<file path="src/rtl/wb_uart_tx_pkg.sv">
// Shared definitions for the Wishbone UART transmitter: FSM states,
// register map offsets and STATUS bit layout.
package wb_uart_tx_pkg;

    typedef enum logic [1:0] {
        IDLE  = 2'd0,
        START = 2'd1,
        DATA  = 2'd2,
        STOP  = 2'd3
    } tx_state_e;

    localparam logic [3:0] REG_DATA   = 4'h0;
    localparam logic [3:0] REG_STATUS = 4'h4;
    localparam logic [3:0] REG_DIV    = 4'h8;

    localparam int ST_BUSY    = 0;
    localparam int ST_FULL    = 1;
    localparam int ST_EMPTY   = 2;
    localparam int ST_OVF     = 3;
    localparam int ST_CNT_LSB = 4;
    localparam int ST_CNT_W   = 5;

    // A programmed divisor of zero would stall the bit timer, so run it as 1.
    function automatic logic [15:0] eff_div(input logic [15:0] d);
        return (d == 16'd0) ? 16'd1 : d;
    endfunction

endpackage

</file>
<file path="src/rtl/sync_fifo.sv">
// Single-clock FIFO with occupancy count. Push when full and pop when
// empty are ignored, so callers may drive them unconditionally.
module sync_fifo #(
    parameter int WIDTH = 8,
    parameter int DEPTH = 4
) (
    input  logic             clk,
    input  logic             rst,
    input  logic             push,
    input  logic [WIDTH-1:0] din,
    input  logic             pop,
    output logic [WIDTH-1:0] dout,
    output logic             full,
    output logic             empty,
    output logic [$clog2(DEPTH):0] count
);

    localparam int AW = $clog2(DEPTH);
    localparam int CW = AW + 1;

    logic [WIDTH-1:0] mem [DEPTH];
    logic [AW-1:0]    wr_ptr;
    logic [AW-1:0]    rd_ptr;
    logic             push_ok;
    logic             pop_ok;

    assign full    = (count == CW'(DEPTH));
    assign empty   = (count == '0);
    assign push_ok = push & ~full;
    assign pop_ok  = pop & ~empty;
    assign dout    = mem[rd_ptr];

    // Storage array; contents need no reset since count gates visibility.
    always_ff @(posedge clk) begin
        if (push_ok)
            mem[wr_ptr] <= din;
    end

    // Pointers wrap naturally because DEPTH is a power of two.
    always_ff @(posedge clk) begin
        if (rst) begin
            wr_ptr <= '0;
            rd_ptr <= '0;
            count  <= '0;
        end else begin
            if (push_ok)
                wr_ptr <= wr_ptr + AW'(1);
            if (pop_ok)
                rd_ptr <= rd_ptr + AW'(1);
            count <= count + CW'(push_ok) - CW'(pop_ok);
        end
    end

endmodule

</file>
<file path="src/rtl/wb_uart_tx.sv">
// Wishbone-mapped 8N1 UART transmitter with a small TX FIFO, a
// programmable baud divisor and a drain interrupt.
module wb_uart_tx
    import wb_uart_tx_pkg::*;
#(
    parameter logic [31:0] BASE_ADDR  = 32'h3000_0000,
    parameter int          CLK_DIV    = 16,
    parameter int          FIFO_DEPTH = 4
) (
    input  logic        wb_clk_i,
    input  logic        wb_rst_i,
    input  logic        wbs_cyc_i,
    input  logic        wbs_stb_i,
    input  logic        wbs_we_i,
    input  logic [3:0]  wbs_sel_i,
    input  logic [31:0] wbs_adr_i,
    input  logic [31:0] wbs_dat_i,
    output logic        wbs_ack_o,
    output logic [31:0] wbs_dat_o,
    output logic        tx_o,
    output logic        tx_oeb_o,
    output logic        irq_o
);

    localparam int CW = $clog2(FIFO_DEPTH) + 1;

    // Bus decode. Every strobe is acknowledged, whether or not it lands in
    // our window; only in-window accesses touch registers.
    logic       req;
    logic       in_win;
    logic [3:0] off;
    logic       wr_en;
    logic       rd_en;

    assign req    = wbs_cyc_i & wbs_stb_i & ~wbs_ack_o;
    assign in_win = (wbs_adr_i[31:4] == BASE_ADDR[31:4]);
    assign off    = wbs_adr_i[3:0];
    assign wr_en  = req & in_win & wbs_we_i;
    assign rd_en  = req & in_win & ~wbs_we_i;

    logic [15:0] div_q;
    logic        ovf;

    logic          fifo_push;
    logic          fifo_pop;
    logic [7:0]    fifo_dout;
    logic          fifo_full;
    logic          fifo_empty;
    logic [CW-1:0] fifo_count;

    tx_state_e   state;
    logic [7:0]  shreg;
    logic [15:0] cnt;
    logic [15:0] reload;
    logic [2:0]  idx;
    logic        busy;

    // Full is judged before any same-cycle pop, so a push while full drops.
    assign fifo_push = wr_en & (off == REG_DATA) & wbs_sel_i[0] & ~fifo_full;
    assign fifo_pop  = (state == IDLE) & ~fifo_empty;
    assign busy      = (state != IDLE);

    sync_fifo #(
        .WIDTH (8),
        .DEPTH (FIFO_DEPTH)
    ) u_fifo (
        .clk   (wb_clk_i),
        .rst   (wb_rst_i),
        .push  (fifo_push),
        .din   (wbs_dat_i[7:0]),
        .pop   (fifo_pop),
        .dout  (fifo_dout),
        .full  (fifo_full),
        .empty (fifo_empty),
        .count (fifo_count)
    );

    // STATUS word assembled from live state.
    logic [31:0] status;
    always_comb begin
        status                               = '0;
        status[ST_BUSY]                      = busy;
        status[ST_FULL]                      = fifo_full;
        status[ST_EMPTY]                     = fifo_empty;
        status[ST_OVF]                       = ovf;
        status[ST_CNT_LSB +: ST_CNT_W]       = ST_CNT_W'(fifo_count);
    end

    // Register file, ack and read data; reads capture state at the strobe edge.
    always_ff @(posedge wb_clk_i) begin
        if (wb_rst_i) begin
            wbs_ack_o <= 1'b0;
            wbs_dat_o <= '0;
            div_q     <= 16'(CLK_DIV);
            ovf       <= 1'b0;
        end else begin
            wbs_ack_o <= req;
            wbs_dat_o <= '0;
            if (rd_en) begin
                case (off)
                    REG_STATUS: wbs_dat_o <= status;
                    REG_DIV:    wbs_dat_o <= {16'h0, div_q};
                    default:    wbs_dat_o <= '0;
                endcase
            end
            if (wr_en) begin
                if (off == REG_DIV && wbs_sel_i[1:0] == 2'b11)
                    div_q <= wbs_dat_i[15:0];
                if (off == REG_STATUS && wbs_sel_i[0] && wbs_dat_i[ST_OVF])
                    ovf <= 1'b0;
                if (off == REG_DATA && wbs_sel_i[0] && fifo_full)
                    ovf <= 1'b1;
            end
        end
    end

    // Transmit FSM. tx_o is registered from the current state, so the line
    // trails the state by one cycle and a frame spans exactly 10 bit times.
    always_ff @(posedge wb_clk_i) begin
        if (wb_rst_i) begin
            state  <= IDLE;
            tx_o   <= 1'b1;
            shreg  <= '0;
            cnt    <= '0;
            reload <= '0;
            idx    <= '0;
        end else begin
            case (state)
                IDLE: begin
                    tx_o <= 1'b1;
                    if (!fifo_empty) begin
                        shreg  <= fifo_dout;
                        reload <= eff_div(div_q);
                        cnt    <= eff_div(div_q) - 16'd1;
                        idx    <= '0;
                        state  <= START;
                    end
                end
                START: begin
                    tx_o <= 1'b0;
                    if (cnt == 16'd0) begin
                        cnt   <= reload - 16'd1;
                        state <= DATA;
                    end else begin
                        cnt <= cnt - 16'd1;
                    end
                end
                DATA: begin
                    tx_o <= shreg[0];
                    if (cnt == 16'd0) begin
                        cnt   <= reload - 16'd1;
                        shreg <= {1'b0, shreg[7:1]};
                        idx   <= idx + 3'd1;
                        if (idx == 3'd7)
                            state <= STOP;
                    end else begin
                        cnt <= cnt - 16'd1;
                    end
                end
                STOP: begin
                    tx_o <= 1'b1;
                    if (cnt == 16'd0)
                        state <= IDLE;
                    else
                        cnt <= cnt - 16'd1;
                end
                default: state <= IDLE;
            endcase
        end
    end

    assign tx_oeb_o = 1'b0;
    assign irq_o    = fifo_empty & ~busy;

    // Bus bits with no function in this register map.
    logic unused_ok;
    assign unused_ok = ^{wbs_dat_i[31:16], wbs_sel_i[3:2]};

endmodule

</file>
<file path="config.mk">
export PLATFORM = sky130hd
export DESIGN_NAME = wb_uart_tx
export DESIGN_NICKNAME = d
export VERILOG_FILES = /design/src/rtl/wb_uart_tx_pkg.sv /design/src/rtl/sync_fifo.sv /design/src/rtl/wb_uart_tx.sv
export SDC_FILE = /design/constraint.sdc
export NUM_CORES = 1
export LEC_CHECK = 0
export ABC_CLOCK_PERIOD_IN_PS = 3000
export CORE_UTILIZATION = 40
export CTS_BUF_LIST = sky130_fd_sc_hd__clkbuf_4 sky130_fd_sc_hd__clkbuf_8 sky130_fd_sc_hd__clkbuf_16
export DETAILED_ROUTE_END_ITERATION = 6
export GPL_TIMING_DRIVEN = 0
export PLACE_DENSITY = 0.69
export SETUP_SLACK_MARGIN = 0.15
export SYNTH_ARGS = -nofsm -noshare
export SYNTH_HDL_FRONTEND = slang
export SYNTH_SLANG_ARGS = --single-unit
</file>
<file path="constraint.sdc">
create_clock -name wb_clk_i -period 3 [get_ports wb_clk_i]
set_input_delay 0.6 -clock wb_clk_i [delete_from_list [all_inputs] [get_ports wb_clk_i]]
set_output_delay 0.6 -clock wb_clk_i [all_outputs]
set_load 0.05 [all_outputs]
</file>
# == After elaboration in Yosys (flattened, before gate mapping) ==
# Memory sizes are Yosys's and may differ from the RTL's. A register that Yosys moved wholly into a read port is not among the register bits.
# Index checks and enable logic that the tools add are counted.
# W data, S select, Z words.
# word_totals
out_inout_bits,36
memories,1
reg_bits,103
in_bits,73
ram_bits,32
word_cells,102
# mem_list
name,depth,word_bits,rd,rd_clocked_by_memory_dff,wr,line_no,rtl
u_fifo.mem,4,8,1,1,1,sync_fifo.sv:21,logic [WIDTH-1:0] mem [DEPTH];
# op_classes
add_sub_neg,8
n_mux,25
n_reduce_logical,22
n_bitwise,18
eq_ne,15
# ops
operator,count
$mux W16,4
$pmux W16 S3,1
$sub A16 B1 Y16 const B,3
$logic_not A16 Y1,2
$pmux W16 S2,1
$eq A28 B26 Y1 const B,1
$mux W8,2
$pmux W8 S2,1
$mux W2,7
$and A1 B1 Y1,12
$ne A2 B2 Y1 const B,6
$pmux W2 S4,1
$reduce_and A2 Y1,4
$eq A2 B2 Y1 const B,3
$eq A3 B3 Y1 const B,2
$mux W3,2
$not A1 Y1,6
$pmux W3 S2,1
$reduce_bool A2 Y1,3
$reduce_or A2 Y1,3
$logic_and A1 B1 Y1,5
$reduce_and A5 Y1,1
$add A2 B1 Y2 const B,2
$eq A4 B3 Y1 const B,1
11 further kinds,14

# == Longest topological paths before layout ==
# Gate-level depths: netlist of the first run.
# logic_depth
word_depth,10
ltp_mapped,14
mapped_depth_nobuf,12

# == Cells and area by module ==
# Synthesis of the first run repeated with hierarchy kept, for this count alone.
# hier_totals
hier_cells,634
hier_area_um2,6143.4
# by_module_without_submodules
module,instances,area_per_inst_um2,cells_per_inst,seq_area_each_um2
wb_uart_tx,1,4511.8,541,1601.5
sync_fifo,1,1631.6,93,1141.1

# == Worst setup path after synthesis of the first run ==
# Ideal clock, no wire load.
# synth_timing
kind,input-to-reg
from,input port wbs_adr_i[18]
to,register u_fifo.count[2]
arrival_time_ns,2.555
path_buffers,1
slack_ns,0.318
t_required_ns,2.872
setup_time_ns,0.128
path_stages,11
path_cell_list,nor4_1 nand4_1 nor3_1 and3_1 clkbuf_1 ha_1 inv_1 fa_1 xor2_1 xnor2_1 nor2_1
# synth_between
elab_chain_len,9
# synth_lines
element,line_no,rtl
start: declaration,wb_uart_tx.sv:16,"input logic [31:0] wbs_adr_i,"
$eq A28 B26 Y1,wb_uart_tx.sv:36,assign in_win = (wbs_adr_i[31:4] == BASE_ADDR[31:4]);
$and A1 B1 Y1 (2 in series),wb_uart_tx.sv:38,assign wr_en = req & in_win & wbs_we_i;
$and A1 B1 Y1 (3 in series),wb_uart_tx.sv:59,assign fifo_push = wr_en & (off == REG_DATA) & wbs_sel_i[0] & ~fifo_full;
$and A1 B1 Y1,sync_fifo.sv:29,assign push_ok = push & ~full;
$add A3 B1 Y3,sync_fifo.sv:50,count <= count + CW'(push_ok) - CW'(pop_ok);
$sub A3 B1 Y3,sync_fifo.sv:50,
end signal: assignment,sync_fifo.sv:50,
end: declaration,sync_fifo.sv:15,output logic [$clog2(DEPTH):0] count
# No other way between the ends.
# A chain may end at the register's enable or synchronous reset.

# == Worst setup path after layout of the first run ==
# layout_timing
from,input port wbs_adr_i[6]
to,register u_fifo.count[2]
# The elaborated chain is that of the path after synthesis.

==> impl_metrics.yaml, run 1 <==
setup_path:
  r2r.worst_path.cells: 14
  worstPathArrival_ns: 3.02
  r2r_start: "state[0]"
  crit_path_end: "u_fifo.count[2]"
  crit_fanout: 3
  crit_type: "in2reg"
  cp.required_ns: 3.27
  start_kind: "input port"
  r2r_slack_ns: 0.26
  r2r_end: "u_fifo.count[2]"
  worstSetupStartpoint: "wbs_adr_i[6]"
  crit_path_end_kind: "flip-flop"
die:
  pin_count: 109
  die_w_um: 125
  fp.dieH_um: 125
  coreArea_um2: 14700
  start_util_pct: 41.4
  die_area_um2: 15700
  row_count: 44
layout:
  num_antenna_cells: 0
  area_delta_synth_final_pct: 28.6
  layout_common_cells: "88 x dfxtp_1, 71 x clkdlybuf4s50_1, 65 x nor2_1"
  multi_input_area_um2: 3110
  finalNetCount: 837
  layout_commonest_cell: "dfxtp_1"
  nFillCells: 1295
  stdcell_count: 944
  drive_gt1_share_pct: 13.7
  final_area_um2: 7820
  regArea_um2: 2740
timing:
  hold_ws_ns: 0.488
  tightest_slew_ns: 1.26
  rsz0062_at_grt: "true"
  period_needed_ns: 2.75
  slew-limit-headroom_pct: 15.1
  worst_slack_ns: 0.251
  fin_skew_ns: 0.00975
  hold_viol_final: 0
  timing.final.crit_share_pct: 91.6
  slew_viol_final: 0
  fmax_mhz: 364
  setup_violations: 0
yosys:
  synth_fa_ha_area_share_pct: 3.62
  synthSimpleGateAreaFrac_pct: 19.4
  synth-edff-count: 32
  synth.cell_area_um2: 6080
  ys_ff_latch: 121
  ys_warn_count: 0
  ys_types: 73
  synth_ff_type: "dfxtp_1"
  netlist_instances: 635
  yosysSeqAreaShare_pct: 45.1
  synth_compound_area_share_pct: 11.9
  synth_top_family_by_area: "simple AND/OR/NAND/NOR gates"
  synthArstFlopShare_pct: 0
  synth.avg_cell_area_um2: 9.58
  muxShareOfSynthArea_pct: 8.60
  synth_xor_xnor_area_share_pct: 5.19
clock_tree:
  clk_latency_ns: 0.42
  cts_buffer_depth: 2
  clock_sinks: 121
  hold_buffers: 0
  cts_root_buf: "clkbuf_16"
  cts_tree: "yes"
  cts_max_level: 4
  cts_buffers: 17
  clk_pin_slew_worst_paths_ns: 0.07
route:
  viasPerCell: 5.48
  route.detailed.drc: 0
  vias: 5172
  dr.pass1.iters: 7
  drt_iter0_drc: 347
  postRouteAntennaNets: 0
  wl_mm: 16.2
  wire_per_inst_um: 17.1
placement:
  dp_cells: 908
  gp_congestion: 0.952
  port_buffers: 73
  postPlaceCellArea_um2: 7100
  place_ws_ns: -0.541
  hpwl_mm: 11.7
pwr:
  p_per_area_nw_per_um2: 612
  internal_power_mw: 3.22
  p_leak_nw: 2.89
  seq_power_share_pct: 36.6
  swShare_pct: 32.8
  p_comb_share_pct: 21.0
  p_switching_mw: 1.57
  p_total_mw: 4.79
  vdd_ir_drop_max_v: 0.000352
  clkPwrFrac_pct: 42.4
grt:
  antenna_found_initial: 0
  grt_max_degree: 17
  grt_pass1_vias: 5092
  overflow: 0
  grt_usage_pct: 21.7
  grt_pass1_wl_mm: 26.5
hold_path:
  hp-start: "reload[12]"
  hp-class: "reg2reg"
status:
  status: "complete, no violations"
run:
  maxCapViolCount: 0
per-stage QoR:
| stage | setup TNS, ns | utilization [%] |
|---|---|---|
| 3_3_place_gp | -5.53 | 48.3 |
| 6_report | 0 | 53.2 |
| 2_1_floorplan | 0 | - |
| 5_1_grt | 0 | 53.2 |
| 3_5_place_dp | -8.62 | 48.3 |
| 4_1_cts | 0 | 52.6 |
timing repair:
| action | CTS | global route |
|---|---|---|
| pin swaps | 3 | 7 |
| gates cloned | 0 | 0 |
| gates resized for setup | 7 | 21 |
| buffers inserted | 3 | 1 |
| endpoints found under the setup margin | 6 | 6 |
sequential cells by signal (all words and copies together), names as in the netlist, named ones only:
signal and count:
u_fifo.wr_ptr 2, shreg 8, state 2, tx_o 1, u_fifo.rd_ptr 2, ovf 1, cnt 16, u_fifo.count 3
div_q 16, u_fifo.mem 32, idx 3, reload 16, wbs_ack_o 1, wbs_dat_o 16
kinds of logic (layout without fill, tap and decap cells):
logic type	Yosys count	after routing
AOI/OAI and AO/OA	109	109
xor gates and xnor gates	36	36
adders and majority gates	17	17
buffers and inverters	77	186
DFF	121	121
muxes	42	42
other	1	17
and+or+nand+nor	232	232
final cells by class:
cell class	instances	share of cell area, %
plain buffers	57	3.92
clock buffers	17	5.44
clock inverters	15	2.14
inverters	20	0.960
multi-input cells	453	39.8
flip-flops and latches	121	35.1
well taps	184	2.94
repair buffers	77	9.74
per-layer routing:
| metal | wire length (um) | GRT usage (%) | vias to the layer above |
|---|---|---|---|
| li1 | - | - | 2479 |
| met1 | 6950 | 27.2 | 2463 |
| met2 | 7840 | 36.1 | 197 |
| met3 | 1010 | 5.43 | 33 |
| met4 | 352 | 8.03 | 0 |
| met5 | 0 | 0 | - |
power by group through the flow:
stage	sequential, mW	clock (mW)	combinational, mW
after floorplan	1.79	0	0.696
after global placement	1.79	0	0.973
after detailed placement	1.79	0	0.980
after CTS	1.75	2.04	0.990
after global routing	1.76	2.12	1.09
final	1.75	2.03	1.00
worst max-delay path: stages:
cell	delay [ns]
clkdlybuf4s50_1	0.40
nor4_1	0.31
nand4_1	0.24
nor3_4	0.28
and3_4	0.22
buf_6	0.10
ha_4	0.11
inv_2	0.03
fa_2	0.36
xor2_2	0.16
xnor2_1	0.17
nor2_1	0.06
worst min path at each step:
stage,cells past startpoint,end,slack (ns)
finish,2,reload[12],0.49
global placement,2,ovf,0.46
CTS,2,reload[15],0.48
floorplan,2,ovf,0.44
detailed placement,2,reload[15],0.46
global route,2,ovf,0.51
Yosys cell counts (5+ instances only):
library cell  number  share of area, %
ha_1              16               3.3
nor2_1            65               4.0
dfxtp_1           89                29
mux4_2             8               3.0
nand2_1           60               3.7
a211oi_1          12               1.5
or4_1              5              0.62
o22ai_1            6              0.62
nand4_1           12               1.2
nor3_1            21               1.7
a21oi_1           32               2.6
edfxtp_1          32                16
mux2i_1           32               5.3
inv_1             19               1.2
and2_1            14               1.4
clkbuf_1          28               1.7
o211ai_1           5              0.62
xnor2_1           20               2.9
nand3_1           10              0.82
buf_4             17               2.1
nor4_1            18               1.9
o21ai_0           15               1.2
a22oi_1            7              0.86
xor2_1            16               2.3
buf_2              9              0.74
No activity file was read; power rests on OpenSTA's default activity.
==> run 2, diff against run 1 <==
--- a/config.mk
+++ b/config.mk
@@ -11,7 +11,6 @@
 export DETAILED_ROUTE_END_ITERATION = 6
 export GPL_TIMING_DRIVEN = 0
 export PLACE_DENSITY = 0.69
-export SETUP_SLACK_MARGIN = 0.15
 export SYNTH_ARGS = -nofsm -noshare
 export SYNTH_HDL_FRONTEND = slang
 export SYNTH_SLANG_ARGS = --single-unit
==> run 2 against run 1 <==
Compared with the run above:
- clock power is essentially flat
- clock skew is essentially flat
- first-iteration DRC count shrank 4.9%
- global-route usage shrank 0.10 points
- critical path depth shrank 7
- sequential share of layout area grew 0.40 points
- count of clock-buffer cells in the layout is the same
- sequential cell count is the same
==> impl_metrics.yaml, run 2 (synthesized netlist as in run 1, its figures left out) <==
status:
  status: "complete, no violations"
layout:
  area_delta_synth_final_pct: 27.1
  finalNetCount: 831
  layout_commonest_cell: "dfxtp_1"
  nFillCells: 1307
  post-route-util_pct: 52.6
  drive_gt1_share_pct: 12.1
  num_antenna_cells: 0
  stdcell_count: 938
  final_area_um2: 7730
  top_register: "u_fifo.mem"
  largest_reg_flops: 32
  layout_common_cells: "89 x dfxtp_1, 72 x clkdlybuf4s50_1, 65 x nor2_1"
setup_path:
  slowest_stage: "dlygate4sd2_1"
  path_buf_inv: 3
  crit_path_end_kind: "primary output"
  crit_fanout: 6
  start_kind: "flip-flop"
  path_common_cell: "inv_1"
  worstPathArrival_ns: 2.21
  critPathTopFamily: "buffers and inverters"
  cp_cell_sequence: "inv_1 > ha_1 > nand2_1 > inv_1 > dlygate4sd2_1"
  slowest_delay_ns: 0.57
  r2r_slack_ns: 0.24
  cp.required_ns: 2.40
  crit_type: "reg2out"
timing:
  fin_skew_ns: 0.00937
  hold_viol_final: 0
  setup_violations: 0
  hold_ws_ns: 0.487
  timing.final.crit_share_pct: 93.6
  finalSetupTns_ns: 0
  rsz0062_at_grt: "false"
  fmax_mhz: 356
  tightest_slew_ns: 1.28
  slew-limit-headroom_pct: 13.3
  slew_viol_final: 0
  period_needed_ns: 2.81
  worst_slack_ns: 0.192
clock_tree:
  clk_pin_slew_worst_paths_ns: 0.07
  cts_root_buf: "clkbuf_16"
  clk_latency_ns: 0.42
  cts_tree: "yes"
  clock_sinks: 121
  cts_max_level: 4
  hold_buffers: 0
  cts_buffer_depth: 2
  cts_buffers: 17
grt:
  grt_pass1_vias: 5068
  overflow: 0
  grt_pass1_wl_mm: 26.3
  grt_usage_pct: 21.6
  antenna_found_initial: 0
  grt_max_degree: 17
route:
  drt_iter0_drc: 330
  wl_mm: 16.0
  vias: 5107
  viasPerCell: 5.44
  wire_per_inst_um: 17.1
  dr.pass1.iters: 6
  postRouteAntennaNets: 0
  route.detailed.drc: 0
hold_path:
  hp-class: "reg2reg"
placement:
  port_buffers: 73
  gp_congestion: 0.952
  dp_cells: 908
  postPlaceCellArea_um2: 7100
  place_ws_ns: -0.541
  hpwl_mm: 11.7
pwr:
  p_switching_mw: 1.57
  seq_power_share_pct: 36.6
  internal_power_mw: 3.22
  p_total_mw: 4.78
  p_comb_share_pct: 21.0
  p_per_area_nw_per_um2: 619
  clkPwrFrac_pct: 42.4
  vdd_ir_drop_max_v: 0.000354
  p_leak_nw: 2.83
  swShare_pct: 32.8
die:
  die_w_um: 125
  pin_count: 109
  coreArea_um2: 14700
  row_count: 44
  fp.dieH_um: 125
  start_util_pct: 41.4
  die_area_um2: 15700
run:
  maxCapViolCount: 0
## run 2: cell types whose count changed in the layout (fill, tap and decap cells not counted), sizes merged
| cell | previous run | this run |
|---|---|---|
| buf | 35 | 30 |
| clkbuf | 43 | 42 |
| clkdlybuf4s50 | 71 | 72 |
| clkinvlp | 1 | 2 |
| dlymetal6s2s | 1 | 0 |
| inv | 30 | 29 |
## run 2: worst reg2reg max path: stages, from the launching register on
cell	delay, ns
dfxtp_1	0.30
clkbuf_1	0.21
or3_1	0.50
nor3_2	0.29
a31oi_1	0.19
ha_1	0.30
nand2_2	0.17
nor2_1	0.07
xor2_1	0.15
o21ai_0	0.32
o21ai_0	0.13
## run 2: area by class of cell
cell class,instances,area [um2],area share (%)
sequential,121,2740,35.5
multi-input combinational,453,3060,39.6
clock buffer,17,425,5.50
inverter,20,78.8,1.02
tap,184,230,2.98
buffer,54,285,3.69
timing repair buffer,74,737,9.54
clock inverter,15,168,2.17
## run 2: repair_timing
item                                    CTS  global route
endpoints found under the setup margin    2             4
gates resized for setup                   3             7
setup buffers                             0             1
pin swaps                                 0             3
## run 2: path summary, 6_finish.rpt
path / from / endpoint / depth (start not counted)
min: reload[15] / reload[15] / 2
min reg2reg: reload[15] / reload[15] / 2
max: state[1] / irq_o / 5
max reg2reg: div_q[5] / cnt[6] / 10
## run 2: routing by layer
layer | vias to the layer above | share of wire [%] | global-route usage [%] | routed length, um
met5 | - | 0 | 0 | 0
met4 | 0 | 1.8 | 7.82 | 283
met3 | 20 | 6.6 | 5.39 | 1060
met2 | 192 | 48 | 35.9 | 7720
met1 | 2422 | 43 | 27.2 | 6940
li1 | 2473 | - | - | -
## run 2: power by group through the flow
stage	registers (mW)	logic (mW)	clock network [mW]
4_1_cts	1.75	0.990	2.04
3_3_place_gp	1.79	0.973	0
5_1_grt	1.76	1.09	2.12
2_1_floorplan	1.79	0.696	0
6_report	1.75	1.00	2.03
3_5_place_dp	1.79	0.980	0
